--- config.mk ---
export PLATFORM = sky130hd
export DESIGN_NAME = pattern_player_flat
export DESIGN_NICKNAME = d
export VERILOG_FILES = /design/src/rtl/game_pkg.sv /design/src/rtl/pattern_player_if.sv /design/src/rtl/pattern_player_idx_to_onehot.sv /design/src/rtl/pattern_player.sv /design/src/flat_wrapper.sv
export SDC_FILE = /design/constraint.sdc
export NUM_CORES = 1
export LEC_CHECK = 0
export CAP_MARGIN = 20
export CORE_ASPECT_RATIO = 0.9
export CORE_MARGIN = 10
export CORE_UTILIZATION = 55
export DETAILED_ROUTE_END_ITERATION = 10
export MAX_ROUTING_LAYER = met4
export PLACE_DENSITY = 0.8
export SLEW_MARGIN = 20
export SYNTH_ARGS = -nofsm -noshare
export SYNTH_HDL_FRONTEND = slang
export SYNTH_SLANG_ARGS = --single-unit
export TNS_END_PERCENT = 10
--- constraint.sdc ---
create_clock -name clk -period 3.3 [get_ports clk]
set_input_delay 0.66 -clock clk [delete_from_list [all_inputs] [get_ports clk]]
set_output_delay 0.66 -clock clk [all_outputs]
set_load 0.005 [all_outputs]
--- src/rtl/game_pkg.sv ---
// Shared memory-game definitions: sizes, player FSM states and the
// level-to-length rule used by both the pattern player and the input capture.
package game_pkg;

   localparam int MAX_STEPS = 16;
   localparam int IDX_W     = 3;
   localparam int LEVEL_W   = 3;
   localparam int STEP_W    = 5;
   localparam int NUM_LEDS  = 8;
   localparam int PAT_W     = MAX_STEPS * IDX_W;

   typedef enum logic [1:0] {
      ST_IDLE,
      ST_ON,
      ST_GAP,
      ST_DONE
   } player_state_e;

   // Sequence length 4*level+4, clamped to 16; levels 0..2 fit in 5 bits with
   // no overflow, everything above saturates.
   function automatic logic [STEP_W-1:0] seq_len(input logic [LEVEL_W-1:0] level);
      logic [STEP_W-1:0] n;
      if (level >= LEVEL_W'(3)) n = STEP_W'(MAX_STEPS);
      else                      n = STEP_W'({level[1:0], 2'b00}) + STEP_W'(4);
      return n;
   endfunction

endpackage

--- src/rtl/pattern_player_if.sv ---
// Request/display bundle of the pattern player. The game controller drives
// the master side, the player implements the slave side.
interface pattern_player_if;
   import game_pkg::*;

   logic                  start;
   logic [LEVEL_W-1:0]    level;
   logic [PAT_W-1:0]      pattern;
   logic [NUM_LEDS-1:0]   led;
   logic                  busy;
   logic [STEP_W-1:0]     step;
   logic                  done;

   modport master (
      output start, level, pattern,
      input  led, busy, step, done
   );

   modport slave (
      input  start, level, pattern,
      output led, busy, step, done
   );

endinterface

--- src/rtl/pattern_player_idx_to_onehot.sv ---
// Button index to one-hot LED decode (index v lights LED bit v), combinational.
module idx_to_onehot
   import game_pkg::*;
(
   input  logic [IDX_W-1:0]    idx_i,
   input  logic                en_i,
   output logic [NUM_LEDS-1:0] onehot_o
);

   // Light exactly one LED when enabled, none otherwise
   always_comb begin
      onehot_o = '0;
      if (en_i) onehot_o[idx_i] = 1'b1;
   end

endmodule

--- src/rtl/pattern_player.sv ---
// Memory-game pattern player: latches a sequence of button indices on start
// and shows them one at a time on the LEDs with fixed on/off dwell times.
// Optional feature macro: PATTERN_PLAYER_ABORT_EN adds an abort input that
// drops an in-progress playback back to IDLE without a done pulse.
module pattern_player
   import game_pkg::*;
#(
   parameter int ON_CYCLES  = 50_000_000,
   parameter int OFF_CYCLES = 25_000_000
) (
   input  logic             clk,
   input  logic             rst,
`ifdef PATTERN_PLAYER_ABORT_EN
   input  logic             abort,
`endif
   pattern_player_if.slave  bus
);

   localparam int MAX_CYC = (ON_CYCLES > OFF_CYCLES) ? ON_CYCLES : OFF_CYCLES;
   localparam int CNT_W   = (MAX_CYC > 1) ? $clog2(MAX_CYC) : 1;
   localparam logic [CNT_W-1:0] ON_LAST  = CNT_W'(ON_CYCLES - 1);
   localparam logic [CNT_W-1:0] OFF_LAST = CNT_W'(OFF_CYCLES - 1);

   player_state_e                    state_q, state_d;
   logic [CNT_W-1:0]                 cnt_q, cnt_d;
   logic [STEP_W-1:0]                step_q, step_d;
   logic [STEP_W-1:0]                len_q, len_d;
   logic [MAX_STEPS-1:0][IDX_W-1:0]  shadow_q, shadow_d;
   logic [NUM_LEDS-1:0]              led_q, led_d;
   logic                             busy_q, busy_d;
   logic                             done_q, done_d;
   logic                             abort_w;

`ifdef PATTERN_PLAYER_ABORT_EN
   assign abort_w = abort;
`else
   assign abort_w = 1'b0;
`endif

   // Next-state logic; the dwell counter is cleared on every state change
   always_comb begin
      state_d  = state_q;
      cnt_d    = cnt_q;
      step_d   = step_q;
      len_d    = len_q;
      shadow_d = shadow_q;
      unique case (state_q)
         ST_IDLE, ST_DONE: begin
            if (bus.start) begin
               shadow_d = bus.pattern;
               len_d    = seq_len(bus.level);
               step_d   = '0;
               cnt_d    = '0;
               state_d  = ST_ON;
            end else begin
               state_d  = ST_IDLE;
            end
         end
         ST_ON: begin
            if (abort_w) begin
               state_d = ST_IDLE;
               cnt_d   = '0;
               step_d  = '0;
            end else if (cnt_q == ON_LAST) begin
               cnt_d   = '0;
               state_d = ST_GAP;
            end else begin
               cnt_d   = cnt_q + CNT_W'(1);
            end
         end
         ST_GAP: begin
            if (abort_w) begin
               state_d = ST_IDLE;
               cnt_d   = '0;
               step_d  = '0;
            end else if (cnt_q == OFF_LAST) begin
               cnt_d = '0;
               if (step_q == len_q - STEP_W'(1)) begin
                  // step reads 0 outside playback, so it clears on the way out
                  step_d  = '0;
                  state_d = ST_DONE;
               end else begin
                  step_d  = step_q + STEP_W'(1);
                  state_d = ST_ON;
               end
            end else begin
               cnt_d = cnt_q + CNT_W'(1);
            end
         end
         default: state_d = ST_IDLE;
      endcase

      // Outputs are computed from the next state so they can be registered
      // and still line up with the state they describe.
      busy_d = (state_d == ST_ON) || (state_d == ST_GAP);
      done_d = (state_d == ST_DONE);
   end

   idx_to_onehot u_led_dec (
      .idx_i    (shadow_d[step_d[3:0]]),
      .en_i     (state_d == ST_ON),
      .onehot_o (led_d)
   );

   // State and registered outputs, synchronous reset
   always_ff @(posedge clk) begin
      if (rst) begin
         state_q  <= ST_IDLE;
         cnt_q    <= '0;
         step_q   <= '0;
         len_q    <= '0;
         shadow_q <= '0;
         led_q    <= '0;
         busy_q   <= 1'b0;
         done_q   <= 1'b0;
      end else begin
         state_q  <= state_d;
         cnt_q    <= cnt_d;
         step_q   <= step_d;
         len_q    <= len_d;
         shadow_q <= shadow_d;
         led_q    <= led_d;
         busy_q   <= busy_d;
         done_q   <= done_d;
      end
   end

   assign bus.led  = led_q;
   assign bus.busy = busy_q;
   assign bus.step = step_q;
   assign bus.done = done_q;

endmodule

--- src/flat_wrapper.sv ---
// flat-port wrapper written by rule: the top's interface ports become plain ports
module pattern_player_flat import game_pkg::*;
#(
   parameter int ON_CYCLES  = 50_000_000,
   parameter int OFF_CYCLES = 25_000_000
)
  (clk, rst, bus_start, bus_level, bus_pattern, bus_led, bus_busy, bus_step, bus_done);
  pattern_player_if bus_i ();
  input  logic clk;
  input  logic rst;
  input wire logic [$bits(bus_i.start)-1:0] bus_start;
  input wire logic [$bits(bus_i.level)-1:0] bus_level;
  input wire logic [$bits(bus_i.pattern)-1:0] bus_pattern;
  output wire logic [$bits(bus_i.led)-1:0] bus_led;
  output wire logic [$bits(bus_i.busy)-1:0] bus_busy;
  output wire logic [$bits(bus_i.step)-1:0] bus_step;
  output wire logic [$bits(bus_i.done)-1:0] bus_done;
  assign bus_i.start = bus_start;
  assign bus_i.level = bus_level;
  assign bus_i.pattern = bus_pattern;
  assign bus_led = bus_i.led;
  assign bus_busy = bus_i.busy;
  assign bus_step = bus_i.step;
  assign bus_done = bus_i.done;
  pattern_player #(.ON_CYCLES(ON_CYCLES), .OFF_CYCLES(OFF_CYCLES)) u_core (.clk(clk), .rst(rst), .bus(bus_i));
endmodule
==> out/qor.yml <==
power:
  p_leak_nw: 2.28
  total_power_mw: 2.24
  powerDensity_nw_per_um2: 359
  ir_drop_uv: 230
die:
  core_um2: 8730
  start_util_pct: 57.4
  die_area_um2: 13300
  io_pins: 69
  fp.dieH_um: 111
  rows: 32
  die_w_um: 121
grt:
  grt_pass1_wl_mm: 23.6
  grt_max_degree: 87
  antenna_found_initial: 0
  gr-usage-all-layers_pct: 21.4
  gr-total-overflow: 0
  grt_pass1_vias: 4750
clock_tree:
  cts_tree: "done"
  htree_levels: 3
  cts_made_buffers: 9
  cts.sinks: 94
  clk_pin_slew_worst_paths_ps: 100
  postCtsHoldBufs: 0
  clockRootBuffer: "clkbuf_8"
  worst_skew_pair.late_latency_ps: 380
  cts_buffer_depth: 2
critical_path:
  cp.arrival_ps: 3490
  critPathRequiredTime_ps: 3550
  worst_setup_path_start_kind: "flip-flop"
  cp_max_fo: 7
  cp-end-kind: "flip-flop"
  setup.worst_path.class: "flip-flop to flip-flop"
route:
  postRouteAntennaNets: 0
  dr.first_iter.drc_count: 483
  wirelength_mm: 14.9
  drt_pre_antenna_iters: 5
  drc: 0
  vias_per_cell: 6.10
  vias: 5186
  post_drt_wl_per_cell_um: 17.5
job:
  drv_cap: 0
layout:
  instances_no_fill: 850
  final_nets: 788
  diodes: 0
  nFillCells: 728
  syn_to_final_growth_pct: 24.4
  layout-drive-gt1-share_pct: 13.3
synth:
  synth_ff_type: "dfxtp_1"
  synth_area_leader_cell: "dfxtp_1"
  synthTopCellsByArea: "dfxtp_1 38%, nand2_1 10%, a21oi_1 8.0%"
  yosysWarnings: 0
  yosysSeqAreaShare_pct: 37.6
  synth_area_um2: 5010
  ys_seq_elements: 94
  synth_edf_count: 0
  yosysMostFrequentCell: "nand2_1"
  yosysUniqueCellTypes: 71
  synthArstFlopShare_pct: 0
  synth_nets: 717
  synth_cells: 655
  synth_top_cell_area_share_pct: 37.6
  synth_commonest_cells: "140 x nand2_1, 94 x dfxtp_1, 80 x a21oi_1"
  syn_area_per_cell_um2: 7.65
sta:
  relSlewSlack_pct: 40.8
  hold_slack_ps: 461
  fin_ws_ps: 52.0
  period_share_pct: 98.4
  fin_worst_skew_ps: 15.7
  rsz0062_at_grt: "true"
  hold_viol_final: 0
  tightest_slew_ps: 888
  fmax_mhz: 308
  slew_viol_final: 0
  final-setup-viol-count: 0
  fin_crit_ps: 3250
place:
  place.gp.congestion: 0.918
  dp_hpwl_mm: 10.3
  dp.cells: 831
  dp_slack_ps: 10.7
  port_buffers: 68
run_status:
  status: "finished clean"
worst_hold_path:
  hp-class: "flip-flop to flip-flop"
-- power by group --
| part | total [mW] | internal (mW) | switching [mW] |
|---|---|---|---|
| Combinational | 0.303 | 0.140 | 0.163 |
| Sequential | 1.20 | 1.17 | 0.0268 |
| Clock | 0.731 | 0.302 | 0.429 |
-- through the flow --
step / TNS (ps) / cell area [um2] / util [%]
2_1_floorplan: 0 / 5010 / -
3_3_place_gp: 0 / 5880 / 67.4
3_5_place_dp: 0 / 5880 / 67.4
4_1_cts: 0 / 6070 / 69.5
5_1_grt: -297 / 6230 / 71.4
6_report: 0 / 6230 / 71.4
-- layout make-up --
| cell class | count | area [um2] | share of cell area (%) |
|---|---|---|---|
| tap | 119 | 149 | 2.39 |
| inverter | 11 | 41.3 | 0.663 |
| clock buffer | 11 | 141 | 2.27 |
| timing repair buffer | 102 | 935 | 15.0 |
| clock inverter | 5 | 41.3 | 0.663 |
| multi-input combinational | 508 | 3040 | 48.7 |
| sequential | 94 | 1890 | 30.3 |
-- worst paths after layout --
kind | from | end | slack [ps] | depth (start not counted)
min reg2reg | u_core.shadow_q[34] | u_core.shadow_q[34] | 460 | 2
min | u_core.shadow_q[34] | u_core.shadow_q[34] | 460 | 2
max reg2reg | u_core.state_q[0] | u_core.bus.led[4] | 50 | 12
max | u_core.state_q[0] | u_core.bus.led[4] | 50 | 12
-- state kept, by name, summed over array words and instances, names as in the netlist --
name and cells:
u_core.shadow_q 48, u_core.cnt_q 26, u_core.bus.led 8, u_core.bus.step 5, u_core.len_q 3, u_core.state_q 2
u_core.bus.busy 1, u_core.bus.done 1
-- cell usage in the layout (no fill, tap or decap), drive strengths merged, types with 7 or more instances in the layout --
| master | n |
|---|---|
| nor3 | 28 |
| nor2 | 52 |
| o21ai | 32 |
| nand4 | 7 |
| nand2 | 140 |
| a311oi | 10 |
| and2 | 8 |
| a31oi | 9 |
| dfxtp | 94 |
| a21o | 7 |
| buf | 35 |
| inv | 13 |
| nand3 | 16 |
| nor2b | 9 |
| a21oi | 83 |
| clkdlybuf4s50 | 67 |
| clkbuf | 11 |
| nor4 | 11 |
| ha | 8 |
-- metal layers --
| layer | GRT usage, % | wire length (um) |
|---|---|---|
| met5 | - | 0 |
| met4 | 4.48 | 211 |
| met3 | 5.29 | 1080 |
| met2 | 30.9 | 6750 |
| met1 | 29.4 | 6830 |
-- worst max-delay path, stage by stage (launching register included) --
cell,delay (ps)
dfxtp_2,350
inv_1,50
ha_1,310
or4bb_4,550
nor4_4,300
a31oi_2,180
a21oi_4,260
buf_4,210
mux2i_1,210
a22oi_1,110
and3b_1,210
a221oi_4,260
nor3_1,120
-- logic make-up after synthesis --
group,synth area share [%]
AOI/OAI and AO/OA,24.3
xor gates and xnor gates,0.799
adders and majority gates,2.00
buffers and inverters,4.55
DFF,37.6
muxes,1.20
and+or+nand+nor,29.6
-- timing repair --
item                       in CTS  in global routing
setup buffers                   0                  3
setup endpoints to repair       0                  8
gates resized for setup         0                 36
Note: power is estimated with default switching activity, not from simulation.
